**src/rtl/spi_slave_pkg.sv**
```systemverilog
// Shared types and helpers for the SPI responder.
package spi_slave_pkg;

  localparam int unsigned BYTE_W = 8;

  typedef enum logic [1:0] {
    WAIT_IDLE = 2'd0,
    IDLE      = 2'd1,
    ACTIVE    = 2'd2
  } state_e;

  // Modes 0 and 3 sample on the rising edge, modes 1 and 2 on the falling edge.
  function automatic logic sample_on_rise(input logic cpol, input logic cpha);
    return (cpol ^ cpha) == 1'b0;
  endfunction

endpackage

```
**src/rtl/spi_sync_edge.sv**
```systemverilog
// Two-flop synchroniser with a history flop producing rise/fall pulses.
module spi_sync_edge (
  input  logic clk_i,
  input  logic rst_i,
  input  logic d_i,
  output logic q_o,
  output logic rise_o,
  output logic fall_o
);

  logic meta_q, sync_q, hist_q;

  always_ff @(posedge clk_i) begin
    if (rst_i) begin
      meta_q <= 1'b0;
      sync_q <= 1'b0;
      hist_q <= 1'b0;
    end else begin
      meta_q <= d_i;
      sync_q <= meta_q;
      hist_q <= sync_q;
    end
  end

  assign q_o    = sync_q;
  assign rise_o = sync_q & ~hist_q;
  assign fall_o = ~sync_q & hist_q;

endmodule

```
**src/rtl/spi_slave_responder.sv**
```systemverilog
// Oversampling SPI target with rx/tx byte handshakes.
// Optional loopback port enabled by SPI_SLAVE_RESPONDER_LOOPBACK_EN.
module spi_slave_responder
  import spi_slave_pkg::*;
#(
  parameter logic CPOL      = 1'b1,
  parameter logic CPHA      = 1'b1,
  parameter logic MSB_FIRST = 1'b1,
  parameter logic IDLE_MISO = 1'b1
) (
  input  logic              sys_clk,
  input  logic              sys_rst,
  input  logic              spi_clk_i,
  input  logic              spi_mosi_i,
  input  logic              spi_cs_i,
  output logic              spi_miso_o,
  output logic [BYTE_W-1:0] rx_data_o,
  output logic              rx_valid_o,
  input  logic              rx_ready_i,
  input  logic [BYTE_W-1:0] tx_data_i,
  input  logic              tx_valid_i,
  output logic              tx_ready_o,
  output logic              busy_o,
  output logic              overrun_o,
  output logic              underrun_o
`ifdef SPI_SLAVE_RESPONDER_LOOPBACK_EN
  ,
  input  logic              loopback_i
`endif
);

  localparam logic SAMPLE_RISE = sample_on_rise(CPOL, CPHA);
  localparam logic [BYTE_W-1:0] IDLE_BYTE = {BYTE_W{IDLE_MISO}};

  logic clk_q, clk_rise, clk_fall;
  logic mosi_q, mosi_rise, mosi_fall;
  logic cs_q, cs_rise, cs_fall;
  logic sample_edge, shift_edge, loop;

  spi_sync_edge u_sync_clk (
    .clk_i(sys_clk), .rst_i(sys_rst), .d_i(spi_clk_i),
    .q_o(clk_q), .rise_o(clk_rise), .fall_o(clk_fall)
  );
  spi_sync_edge u_sync_mosi (
    .clk_i(sys_clk), .rst_i(sys_rst), .d_i(spi_mosi_i),
    .q_o(mosi_q), .rise_o(mosi_rise), .fall_o(mosi_fall)
  );
  spi_sync_edge u_sync_cs (
    .clk_i(sys_clk), .rst_i(sys_rst), .d_i(spi_cs_i),
    .q_o(cs_q), .rise_o(cs_rise), .fall_o(cs_fall)
  );

  logic unused_sync;
  assign unused_sync = clk_q ^ mosi_rise ^ mosi_fall;

  assign sample_edge = SAMPLE_RISE ? clk_rise : clk_fall;
  assign shift_edge  = SAMPLE_RISE ? clk_fall : clk_rise;

`ifdef SPI_SLAVE_RESPONDER_LOOPBACK_EN
  assign loop = loopback_i;
`else
  assign loop = 1'b0;
`endif

  state_e            state_q, state_d;
  logic [2:0]        bit_cnt_q, bit_cnt_d;
  logic [BYTE_W-1:0] rx_shift_q, rx_shift_d;
  logic [BYTE_W-1:0] rx_data_q, rx_data_d;
  logic              rx_valid_q, rx_valid_d;
  logic              done_q, done_d;
  logic              overrun_q, overrun_d;
  logic              underrun_q, underrun_d;
  logic [BYTE_W-1:0] hold_q, hold_d;
  logic              hold_full_q, hold_full_d;
  logic [BYTE_W-1:0] tx_shift_q, tx_shift_d;
  logic              miso_q, miso_d;
  logic              first_q, first_d;
  logic              reload_q, reload_d;
  logic [BYTE_W-1:0] tx_cur;
  logic              take, take_rx;

  always_comb begin
    state_d     = state_q;
    bit_cnt_d   = bit_cnt_q;
    rx_shift_d  = rx_shift_q;
    rx_data_d   = rx_data_q;
    rx_valid_d  = rx_valid_q;
    done_d      = 1'b0;
    overrun_d   = 1'b0;
    underrun_d  = 1'b0;
    hold_d      = hold_q;
    hold_full_d = hold_full_q;
    tx_shift_d  = tx_shift_q;
    miso_d      = miso_q;
    first_d     = first_q;
    reload_d    = reload_q;
    tx_cur      = tx_shift_q;
    take        = 1'b0;
    take_rx     = 1'b0;

    if (tx_valid_i && !hold_full_q) begin
      hold_d      = tx_data_i;
      hold_full_d = 1'b1;
    end

    case (state_q)
      WAIT_IDLE: begin
        miso_d = IDLE_MISO;
        if (cs_q) state_d = IDLE;
      end
      IDLE: begin
        miso_d = IDLE_MISO;
        if (cs_fall) begin
          state_d    = ACTIVE;
          bit_cnt_d  = '0;
          rx_shift_d = '0;
          tx_shift_d = hold_full_q ? hold_q : IDLE_BYTE;
          take       = 1'b1;
          first_d    = ~CPHA;
          reload_d   = 1'b0;
        end
      end
      ACTIVE: begin
        if (cs_rise) begin
          state_d  = IDLE;
          miso_d   = IDLE_MISO;
          first_d  = 1'b0;
          reload_d = 1'b0;
        end else begin
          if (sample_edge) begin
            rx_shift_d = MSB_FIRST ? {rx_shift_q[BYTE_W-2:0], mosi_q}
                                   : {mosi_q, rx_shift_q[BYTE_W-1:1]};
            bit_cnt_d  = bit_cnt_q + 3'd1;
            if (bit_cnt_q == 3'd7) begin
              done_d   = 1'b1;
              reload_d = 1'b1;
            end
          end
          // The byte-boundary reload is deferred to the next shift edge so the
          // holding register is only consumed (or underrun flagged) when a byte really starts.
          if (shift_edge || first_q) begin
            first_d = 1'b0;
            if (reload_q) begin
              reload_d = 1'b0;
              take     = 1'b1;
              take_rx  = loop;
              tx_cur   = loop ? rx_shift_q : (hold_full_q ? hold_q : IDLE_BYTE);
            end
            miso_d     = MSB_FIRST ? tx_cur[BYTE_W-1] : tx_cur[0];
            tx_shift_d = MSB_FIRST ? {tx_cur[BYTE_W-2:0], IDLE_MISO}
                                   : {IDLE_MISO, tx_cur[BYTE_W-1:1]};
          end
        end
      end
      default: state_d = WAIT_IDLE;
    endcase

    if (take && !take_rx) begin
      if (hold_full_q) hold_full_d = 1'b0;
      else             underrun_d  = 1'b1;
    end

    if (rx_valid_q && rx_ready_i) rx_valid_d = 1'b0;
    if (done_q) begin
      if (rx_valid_q && !rx_ready_i) begin
        overrun_d = 1'b1;
      end else begin
        rx_data_d  = rx_shift_q;
        rx_valid_d = 1'b1;
      end
    end
  end

  always_ff @(posedge sys_clk) begin
    if (sys_rst) begin
      state_q     <= WAIT_IDLE;
      bit_cnt_q   <= '0;
      rx_shift_q  <= '0;
      rx_data_q   <= '0;
      rx_valid_q  <= 1'b0;
      done_q      <= 1'b0;
      overrun_q   <= 1'b0;
      underrun_q  <= 1'b0;
      hold_q      <= '0;
      hold_full_q <= 1'b0;
      tx_shift_q  <= IDLE_BYTE;
      miso_q      <= IDLE_MISO;
      first_q     <= 1'b0;
      reload_q    <= 1'b0;
    end else begin
      state_q     <= state_d;
      bit_cnt_q   <= bit_cnt_d;
      rx_shift_q  <= rx_shift_d;
      rx_data_q   <= rx_data_d;
      rx_valid_q  <= rx_valid_d;
      done_q      <= done_d;
      overrun_q   <= overrun_d;
      underrun_q  <= underrun_d;
      hold_q      <= hold_d;
      hold_full_q <= hold_full_d;
      tx_shift_q  <= tx_shift_d;
      miso_q      <= miso_d;
      first_q     <= first_d;
      reload_q    <= reload_d;
    end
  end

  assign spi_miso_o = miso_q;
  assign rx_data_o  = rx_data_q;
  assign rx_valid_o = rx_valid_q;
  assign tx_ready_o = ~hold_full_q;
  assign busy_o     = (state_q == ACTIVE);
  assign overrun_o  = overrun_q;
  assign underrun_o = underrun_q;

endmodule

```
**config.mk**
```make
export PLATFORM = sky130hd
export DESIGN_NAME = spi_slave_responder
export DESIGN_NICKNAME = d
export VERILOG_FILES = /design/src/rtl/spi_slave_pkg.sv /design/src/rtl/spi_sync_edge.sv /design/src/rtl/spi_slave_responder.sv
export SDC_FILE = /design/constraint.sdc
export NUM_CORES = 1
export LEC_CHECK = 0
export ABC_AREA = 1
export CAP_MARGIN = 5
export CORE_MARGIN = 2
export CORE_UTILIZATION = 50
export DETAILED_ROUTE_END_ITERATION = 10
export GPL_ROUTABILITY_DRIVEN = 0
export GPL_TIMING_DRIVEN = 0
export PLACE_DENSITY = 0.73
export REMOVE_ABC_BUFFERS = 1
export SLEW_MARGIN = 20
export SYNTH_ARGS = -nofsm -noshare
export SYNTH_HDL_FRONTEND = slang
export SYNTH_SLANG_ARGS = --single-unit
```
**constraint.sdc**
```tcl
create_clock -name sys_clk -period 2.62 [get_ports sys_clk]
set_clock_uncertainty 0.1 [all_clocks]
set_input_delay 0.393 -clock sys_clk [delete_from_list [all_inputs] [get_ports sys_clk]]
set_output_delay 0.393 -clock sys_clk [all_outputs]
set_load 0.005 [all_outputs]
```
==> results.yml, run 1 <==
outcome:
  outcome: "complete, no violations"
global_route:
  grt_first_pass_wirelength_mm: 6.98
  antenna_found_initial: 0
  grt.total_usage: 0.174
  grt_pass1_vias: 1614
  grt-ovfl-total: 0
  grt_max_degree: 38
pwr:
  power.leakage_nw: 1.10
  peakVddDrop_mv: 0.369
  power.density_mw_per_mm2: 793
clocking:
  clkSinkCount: 52
  postCtsSetupBuffers: 0
  cts_made_buffers: 5
  cts_tree: "built"
  cts_max_path_buffers: 2
  clk_pin_slew_ns: 0.09
  ctsRootBufferMaster: "clkbuf_8"
  clk_latency_ns: 0.31
  htreeDepth: 2
detailed_routing:
  drc: 0
  route.final.wire_length_mm: 4.10
  initialDrtViolationCount: 137
  ant_nets: 0
  first_pass_iters: 4
  routed_via_density: 4.99
  via_count: 1886
  wl_per_cell_um: 10.8
placement:
  dpl_worst_slack_ns: -0.255
  dp.cells: 370
  dp_hpwl_mm: 2.67
  port_buffers: 28
  place_area_mm2: 0.00249
run:
  drv_cap: 0
synth:
  synthDistinctLibCells: 20
  synth_seq_cells: 52
  synth_area_mm2: 0.00221
  synth_simple_gate_area_frac: 0.240
  syn_area_per_cell_um2: 7.30
  synthMuxAreaShare: 0
  yosysWarnings: 0
  synthXorXnorAreaFrac: 0
  synth_compound_area_frac: 0.157
  seq_area_frac_synth: 0.471
  synth_adder_area_share: 0.0396
  synthCells: 303
  synth_top_family_by_area: "simple AND/OR/NAND/NOR gates"
worst_setup_path:
  startpoint_type: "flop"
  critPathMaxFanout: 23
  arrival_ns: 1.85
  required_ns: 2.13
  r2r_setup_slack_ns: 0.39
  critPathKind: "reg2out"
  endpoint_kind: "output port"
sta:
  tns_ns: 0
  worstMarginPinSlew_ns: 0.767
  fin_crit_sh: 0.895
  drv_slew: 0
  setup_violations: 0
  min_period_ns: 2.35
  finalHoldViolations: 0
  fmax_mhz: 426
  slew_headroom: 0.487
  rsz0062_at_grt: "no"
  setup_slack_ns: 0.274
cells_and_area:
  area_growth_pct: 17.1
  design_area_mm2: 0.00259
  stdcell_count: 378
  multi_input_area_um2: 967
  diodes: 0
  drive_gt1_frac: 0.0460
  regArea_mm2: 0.00104
  fillers: 408
  nNetsFinal: 347
floorplanning:
  start_util: 0.515
  die_area_mm2: 0.00497
  core-area_mm2: 0.00429
  num_io_pins: 29
  die_y_um: 70.5
  die_x_um: 70.5
  rows: 24
hold_path:
  hp-class: "reg2reg"
==> layer usage <==
layer	vias up	wire length [um]	GRT usage
met2	36	1790	0.273
met4	0	75	0.0769
met3	7	203	0.0375
li1	1002	-	-
met5	-	0	0
met1	841	2040	0.231
==> cells in the mapped netlist (all sizes together) <==
cell,count,area [um^2]
dfxtp,52,1040
nor2,38,143
nand2,64,240
nor3,6,30.0
clkinv,2,7.51
buf,9,52.6
a21oi,44,220
nand3,16,80.1
inv,35,131
nand3b,2,31.3
ha,7,87.6
o21ai,23,126
clkbuf,4,15.0
or2,1,6.26
==> flip-flops by register name, summed over array words and instances, names as in the netlist, 2 cells and up <==
signal	cells
hold_q	8
rx_shift_q	8
rx_data_o	8
state_q	2
tx_shift_q	8
bit_cnt_q	3
==> final timing paths <==
kind / from / endpoint / depth (start not counted)
setup / recovery: state_q[0] / busy_o / 3
hold / removal: u_sync_cs.meta_q / u_sync_cs.q_o / 2
setup reg to reg: state_q[0] / tx_shift_q[7] / 8
hold reg to reg: u_sync_cs.meta_q / u_sync_cs.q_o / 2
==> critical path, stage by stage (launching register included) <==
cell,delay (ns)
dfxtp_1,0.35
inv_1,0.11
ha_2,0.48
clkdlybuf4s50_1,0.59
==> report_power, final <==
part | total, mW | switching (mW) | internal (mW)
registers | 0.977 | 0.0665 | 0.911
clock network | 0.475 | 0.260 | 0.215
logic | 0.602 | 0.373 | 0.229
==> final cells by class <==
class | count | share of cell area
Clock inverter | 1 | 0.00290
Tap cell | 52 | 0.0251
Sequential cell | 52 | 0.402
Inverter | 37 | 0.0551
Multi-Input combinational cell | 201 | 0.373
Timing Repair Buffer | 28 | 0.108
Clock buffer | 7 | 0.0333
==> cells by family after synthesis <==
logic type                 Yosys count
buffers and inverters               50
AOI/OAI and AO/OA                   67
and+or+nand+nor                    127
DFF                                 52
adders and majority gates            7
==> cell usage in the layout, fill, tap and decap left out, types with 2 or more instances in the layout <==
cell type | netlist | layout
nand2_1 | 64 | 64
dfxtp_1 | 52 | 52
a21oi_1 | 44 | 44
nor2_1 | 38 | 38
inv_1 | 33 | 33
clkdlybuf4s50_1 | 0 | 28
o21ai_0 | 22 | 22
nand3_1 | 16 | 16
nor3_1 | 6 | 6
ha_1 | 7 | 6
clkbuf_8 | 0 | 6
clkinvlp_4 | 0 | 2
inv_2 | 2 | 2
==> metrics by stage <==
step                      hold slack, ns  total power, mW  utilization
after CTS                          0.309             2.07        0.602
after floorplan                    0.288             1.44            -
after global routing               0.332             2.20        0.603
after detailed placement           0.293             1.59        0.580
final                              0.307             2.05        0.603
after global placement             0.290             1.58        0.580
==> what timing repair did <==
action / in CTS / in global routing
setup endpoints to repair: 1 / 35
endpoints found under the hold margin: 0 / 0
hold buffers: 0 / 0
resized for setup: 1 / 1
No activity file was read; power rests on OpenSTA's default activity.
==> run 2, diff against run 1 <==
Settings changed: ABC_AREA 1 to unset, CORE_ASPECT_RATIO set to 0.9.
==> run 2 against run 1 <==
- first-iteration DRC count decreased by 45%
- utilization rose by 0.53 points
- cell count decreased by 15%
- setup slack worse by 0.11 ns
- largest power group unchanged
- sequential cell count is the same
- clock power shrank 2%
==> results.yml, run 2 <==
sta:
  slew_headroom: 0.392
  fin_crit_sh: 0.938
  finalHoldViolations: 0
  rsz0062_at_grt: "no"
  worstMarginPinSlew_ns: 0.910
  min_period_ns: 2.46
  tns_ns: 0
  setup_violations: 0
  drv_slew: 0
  fmax_mhz: 407
clocking:
  cts_tree: "built"
  clk_pin_slew_ns: 0.09
  clk_latency_ns: 0.30
  cts_max_path_buffers: 2
  clkSinkCount: 52
  cts_resized: 0
  postCtsHoldBufs: 0
  cts_made_buffers: 5
  htreeDepth: 2
  ctsRootBufferMaster: "clkbuf_8"
  postCtsSetupBuffers: 0
worst_setup_path:
  endpoint_kind: "output port"
  critPathKind: "reg2out"
  startpoint_type: "flop"
  arrival_ns: 1.96
  critPathMaxFanout: 18
  required_ns: 2.13
  r2r_setup_slack_ns: 0.45
placement:
  port_buffers: 28
  dp_hpwl_mm: 2.71
synth:
  synth_area_mm2: 0.00233
  synth_top_cell_by_area: "dfxtp_1"
  synth_edf_count: 0
  synth_common_cells: "52 x dfxtp_1, 25 x nor2_1, 16 x mux2i_1, 13 x nand2_1"
  synth_seq_cells: 52
  synthDistinctLibCells: 44
  async_flop_share: 0
  ys.flop_type: "dfxtp_1"
  yosysWarnings: 0
  yosysMostFrequentCell: "dfxtp_1"
  netlist_top_cells_area: "dfxtp_1 45%, mux2i_1 6.9%, nor2_1 4.0%"
  syn_area_per_cell_um2: 9.91
  seq_area_frac_synth: 0.447
  yosysTopAreaCellShare: 0.447
  synthCells: 235
detailed_routing:
  drc: 0
  ant_nets: 0
  wl_met1_mm: 2.03
  route.final.wire_length_mm: 3.95
  top_layer: "met4"
  first_pass_iters: 4
  route.met2.wl_mm: 1.78
  initialDrtViolationCount: 75
  via_count: 1683
  routed_via_density: 5.24
  wl_per_cell_um: 12.3
  wl_met3_um: 91
global_route:
  grt-ovfl-total: 0
  grt_pass1_vias: 1512
  grt_first_pass_wirelength_mm: 6.71
  grt.total_usage: 0.159
  antenna_found_initial: 0
  grt_max_degree: 30
cells_and_area:
  final_cell_mix: "52 x dfxtp_1, 27 x clkdlybuf4s50_1, 25 x nor2_1"
  final_common_cell: "dfxtp_1"
  drive_gt1_frac: 0.162
  post-route-util: 0.608
  nNetsFinal: 280
  diodes: 0
  area_growth_pct: 16.6
  fillers: 401
hold_path:
  hp-class: "reg2reg"
floorplanning:
  die_y_um: 68.7
  rows: 23
  die_area_mm2: 0.00522
  die_x_um: 75.9
  start_util: 0.522
  core-area_mm2: 0.00446
  num_io_pins: 29
outcome:
  outcome: "complete, no violations"
pwr:
  power.density_mw_per_mm2: 575
  peakVddDrop_mv: 0.379
  power.leakage_nw: 1.01
run:
  drv_cap: 0
-- run 2: layer usage --
layer | vias to the layer above | GRT usage
li1 | 870 | -
met5 | - | 0
met2 | 17 | 0.278
met4 | 0 | 0.0614
met3 | 5 | 0.0391
met1 | 791 | 0.194
-- run 2: cell families after synthesis --
group,synth area share
buffers and inverters,0.0591
AND/OR/NAND/NOR,0.188
multiplexers,0.0736
adder cells (fa/ha/maj),0.0376
AO/OA/AOI/OAI,0.195
flip-flops,0.447
-- run 2: report_power, final --
group / switching, mW / internal, mW
Sequential: 0.0222 / 0.817
Combinational: 0.141 / 0.115
Clock: 0.250 / 0.215
-- run 2: final timing paths --
kind	depth (start not counted)	from	to
worst max-delay path	3	state_q[0]	busy_o
worst min-delay path	2	u_sync_mosi.q_o	rx_shift_q[0]
worst max register to register	6	state_q[0]	tx_shift_q[1]
worst min register to register	2	u_sync_mosi.q_o	rx_shift_q[0]
-- run 2: critical path, cell delays in order (launching register included) --
cell and delay (ns):
dfxtp_1 0.35, inv_1 0.11, ha_1 0.59, clkdlybuf4s50_1 0.62
-- run 2: layout make-up --
class,count,area (um^2),share of cell area
clock inverters,1,7.51,0.00277
well taps,62,77.6,0.0286
multi-input cells,158,1150,0.424
clock buffers,7,86.3,0.0318
flip-flops and latches,52,1040,0.384
repair buffers,30,310,0.114
inverters,11,41.3,0.0152
-- run 2: through the flow --
stage          instances  area [um^2]  hold WS, ns  power, mW  worst slack, ns
2_1_floorplan        221         2230        0.311       1.03            0.622
3_3_place_gp         311         2590        0.318       1.11           -0.372
3_5_place_dp         313         2620        0.327       1.12            0.468
4_1_cts              321         2710        0.340       1.58            0.149
5_1_grt              321         2710        0.362       1.64           0.0562
6_report             321         2710        0.332       1.56            0.162
==> edit 1, RTL diff (settings of run 2) <==
The package constant `BYTE_W` goes from 8 to 12.
--- a/src/rtl/spi_slave_pkg.sv
+++ b/src/rtl/spi_slave_pkg.sv
@@ -1,7 +1,7 @@
 // Shared types and helpers for the SPI responder.
 package spi_slave_pkg;
 
-  localparam int unsigned BYTE_W = 8;
+  localparam int unsigned BYTE_W = 12;
 
   typedef enum logic [1:0] {
     WAIT_IDLE = 2'd0,
Ports: changed (resized rx_data_o and tx_data_i); port bits go from 29 to 37. The function was not compared with the original's and may differ.
==> edit 1 against run 2 <==
  * Synthesized area increased by 33%
  * Total power up 50%
  * Final cell count is 38% higher
  * Global-route usage is 1.5 points higher
  * Wire length rose by 38%
  * Setup slack improved by 0.029 ns
  * Fmax is 1.2% higher
  * Worst hold slack gained 0.012 ns
  * Die area up 31%
  * Sequential cell count grew 16
  * Combinational power grew 7%
  * Sequential share of layout area shrank 1.1 points
  * Cell area is 35% higher
  * Count of clock-buffer cells in the layout grew 5
==> edit 1: results (changes against run 2) <==
[layout]
drive_above_1_share_pct = 6.74  ; -9.5 points
nets = 392  ; +40%
antenna_cells = 0  ; unchanged
n_fill_cell = 556  ; +39%

[cts]
clk_latency_ns = 0.34  ; +0.04 ns
cts_root_buffer = clkbuf_8
numCtsBuffers = 9  ; +4
path_clk_slew_ns = 0.07  ; -0.02 ns
post-cts-setup-buffers = 0  ; unchanged
htreeDepth = 3  ; +1
clk_path_buf_depth = 2  ; unchanged

[outcome]
outcome = finished clean

[synth]
synth_area_um2 = 3100  ; +33%
yosysUniqueCellTypes = 45  ; +2.3%
ys_top_cells_by_area = dfxtp_1 (44%), mux2i_1 (12%), nand2b_1 (6.7%), nor2_1 (5.8%), nand2_1 (3.6%)
synth_top_cells_by_count = dfxtp_1 (68), nor2_1 (48), mux2i_1 (38)
synth_warnings = 0  ; unchanged
async_flop_share_pct = 0  ; unchanged
synth_seq_area_share_pct = 44.0  ; -0.73 points

[global_routing]
grt_pass1_wl_um = 9450  ; +41%
grt_max_degree = 86  ; +190%
grt_pass1_vias = 2109  ; +39%
grtUsageTotal_pct = 17.4  ; +1.5 points
antenna_found_initial = 0  ; unchanged

[placed_design]
hpwl_um = 3470  ; +28%
dpl_worst_slack_ns = -0.119  ; -0.587 ns
place_area_um2 = 3420  ; +30%
io_buffers = 36  ; +29%

[power_and_ir_drop]
vdd_ir_drop_max_uv = 340  ; -10%
cell_internal_pwr_mw = 1.79  ; +56%
p_leak_nw = 1.52  ; +51%

[route]
first_iter_violations = 65  ; -13%
vias_per_cell = 5.20  ; -0.80%
drt-total-wl_um = 5440  ; +38%
dr.pass1.iters = 4  ; unchanged

[hold_path]
min_path_type = reg2reg

[worst_setup_path]
crit_path_max_fanout = 15  ; -3
worstSetupStartpointType = flop
worstPathArrival_ns = 2.56  ; +0.60 ns

[sta]
max_slew.worst_pin.slew_ns = 0.908  ; -0.00182 ns

[edit 1: changes by cell type after synthesis, moves of 12 or more]
cell | run 2 | this run
nor2_1 | 25 | 48
mux2i_1 | 16 | 38
nand2_1 | 13 | 30
a21oi_1 | 7 | 19
nand2b_1 | 6 | 33
dfxtp_1 | 52 | 68
[edit 1: cell type report]
| type | count | area [um2] | area share, % |
|---|---|---|---|
| Timing Repair Buffer | 36 | 358 | 9.79 |
| Multi-Input combinational cell | 239 | 1560 | 42.8 |
| Sequential cell | 68 | 1360 | 37.3 |
| Clock inverter | 4 | 70.1 | 1.92 |
| Inverter | 12 | 45.0 | 1.23 |
| Tap cell | 72 | 90.1 | 2.47 |
| Clock buffer | 12 | 165 | 4.52 |
[edit 1: logic make-up after synthesis]
family	count (synthesis)	synth area share (%)
multiplexers	40	13.1
buffers and inverters	37	5.70
AND/OR/NAND/NOR	147	24.4
flip-flops	68	44.0
adder cells (fa/ha/maj)	7	2.83
AO/OA/AOI/OAI	45	9.94
[edit 1: timing repair]
item,4_1_cts,5_1_grt
endpoints found under the setup margin,6,0
resized for setup,1,0
hold buffers,0,0
[edit 1: worst max-delay path, stage by stage (launching register included)]
cell     delay [ns]
dfxtp_1        0.38
inv_1          0.10
ha_1           0.22
inv_1          0.16
a21o_1         0.20
and4b_1        0.79
mux2_4         0.35
[edit 1: final timing paths]
kind                 startpoint         endpoint  slack, ns  depth (start not counted)
min reg2reg  u_sync_mosi.meta_q  u_sync_mosi.q_o       0.34                          1
min          u_sync_mosi.meta_q  u_sync_mosi.q_o       0.34                          1
max reg2reg          state_q[1]     bit_cnt_q[0]       0.19                          6
max                  state_q[1]     bit_cnt_q[0]       0.19                          6
[edit 1: per-stage QoR]
step | std cells | utilization [%] | hold WS, ns | setup TNS (ns)
2_1_floorplan | 319 | - | 0.314 | 0
3_3_place_gp | 427 | 56.5 | 0.319 | -43.06
3_5_place_dp | 427 | 56.5 | 0.325 | -0.136
4_1_cts | 443 | 60.4 | 0.349 | 0
5_1_grt | 443 | 60.4 | 0.353 | 0
6_report | 443 | 60.4 | 0.344 | 0
[edit 1: power groups by stage]
stage | logic [mW] | registers, mW | clock network (mW)
floorplan | 0.179 | 1.10 | 0
global placement | 0.266 | 1.11 | 0
detailed placement | 0.271 | 1.11 | 0
CTS | 0.275 | 1.08 | 1.01
global route | 0.308 | 1.09 | 1.05
finish | 0.273 | 1.08 | 0.989
[edit 1: layer usage]
metal / wire (um) / global-route usage (%) / vias up
met4: 130 / 9.84 / 0
li1: - / - / 1202
met1: 2730 / 23.3 / 1039
met3: 234 / 3.89 / 12
met5: 0 / 0 / -
met2: 2350 / 25.6 / 51
==> edit 2, RTL diff (config.mk and constraints of run 2) <==
Made on the original files. Reset style: asynchronous (`rst_i` and `sys_rst`), changed in 2 clocked blocks.
--- a/src/rtl/spi_sync_edge.sv
+++ b/src/rtl/spi_sync_edge.sv
@@ -10,7 +10,7 @@
 
   logic meta_q, sync_q, hist_q;
 
-  always_ff @(posedge clk_i) begin
+  always_ff @(posedge clk_i or posedge rst_i) begin
     if (rst_i) begin
       meta_q <= 1'b0;
       sync_q <= 1'b0;
--- a/src/rtl/spi_slave_responder.sv
+++ b/src/rtl/spi_slave_responder.sv
@@ -171,7 +171,7 @@
     end
   end
 
-  always_ff @(posedge sys_clk) begin
+  always_ff @(posedge sys_clk or posedge sys_rst) begin
     if (sys_rst) begin
       state_q     <= WAIT_IDLE;
       bit_cnt_q   <= '0;
Formal check against the unedited RTL: differs if sys_rst is asserted again (counterexample within 4 cycles, from zero or initial values and one cycle with sys_rst high); with sys_rst held inactive, the same outputs for 10 cycles.
==> edit 2 against run 2 <==
  * Worst hold slack got worse by 0.073 ns
  * Sequential cell count stayed put
  * Fmax is 4.6% higher
  * Critical path type unchanged
  * Setup slack gained 0.11 ns
  * Cell area shrank 2.2%
  * Synthesized area is 4.7% lower
  * Wire length up 2.4%
Power is not compared: it rests on default switching activity, and its combinational part moved more than twofold at a synthesized area within 25%.
==> edit 2: results (changes against run 2) <==
[placed_design]
place_area_um2 = 2570  ; -1.8%
io_buffers = 28  ; unchanged
dpl.cell_count = 258  ; -18%
hpwl_um = 2780  ; +2.7%

[sta]
final.setup.worst_slack_ns = 0.271  ; +0.109 ns
hold_slack_ns = 0.259  ; -0.0734 ns
slew_headroom_pct = 42.3  ; +3.1 points

[synth]
yosys-mux-area-fraction_pct = 13.1  ; +5.8 points
synth-compound-area-share_pct = 14.2  ; -5.3 points
async_flop_share_pct = 100  ; +100 points
synth_top_cells_by_count = dfrtp_1 (43), mux2_2 (23), nor2_1 (12)
synth_ff_type = dfrtp_1
synth_seq_area_share_pct = 59.2  ; +14 points
yosysUniqueCellTypes = 34  ; -23%
synthAdderAreaFrac_pct = 3.95  ; +0.19 points
synth_cells = 174  ; -26%

[worst_setup_path]
worstPathArrival_ns = 1.86  ; -0.10 ns
timing.rr.start = state_q[1]
rr_endpoint = bit_cnt_q[0]
crit_path_max_fanout = 19  ; +1
r2r_slack_ns = 0.49  ; +0.04 ns
slowest_delay_ns = 0.58  ; -0.04 ns
crit_start = state_q[0]

[layout]
nets = 227  ; -19%
drive_above_1_share_pct = 22.0  ; +5.7 points

[route]
vias_per_cell = 5.46  ; +4.1%
wl_per_cell_um = 15.2  ; +24%
drt-total-wl_um = 4040  ; +2.4%
first_iter_violations = 124  ; +65%

[cts]
numCtsBuffers = 5  ; unchanged

[global_routing]
grtUsageTotal_pct = 18.5  ; +2.6 points
antenna_found_initial = 0  ; unchanged
grt_pass1_wl_um = 6860  ; +2.3%
grt_max_degree = 37  ; +23%

[hold_path]
whs_path_depth = 0  ; -2
min_to = u_sync_mosi.q_o
hp-start = u_sync_mosi.meta_q

[outcome]
outcome = finished clean

==> edit 2: critical path: cells and delay by family (launching register included) <==
kind,cells,cell delay (ns)
fa+ha+maj,1,0.42
buf+inv,2,0.71
flops,1,0.42
==> edit 2: layout make-up <==
class / instances / area [um2]
inverters: 9 / 33.8
repair buffers: 29 / 300
fillers: 332 / 1500
multi-input cells: 108 / 855
clock inverters: 1 / 5.00
well taps: 60 / 75.1
clock buffers: 6 / 72.6
flip-flops and latches: 52 / 1310
==> edit 2: per-layer routing <==
layer / share of wire (%) / vias to the layer above / track usage (%)
li1: - / 679 / -
met1: 45 / 731 / 24.6
met2: 50 / 34 / 29.8
met3: 4.8 / 2 / 5.82
met4: 0.45 / 0 / 4.69
met5: 0 / - / 0
==> edit 2: report_power, final <==
part | switching, mW | internal [mW] | total, mW
logic | 0.358 | 0.385 | 0.743
registers | 0.134 | 1.03 | 1.17
clock network | 0.239 | 0.182 | 0.421
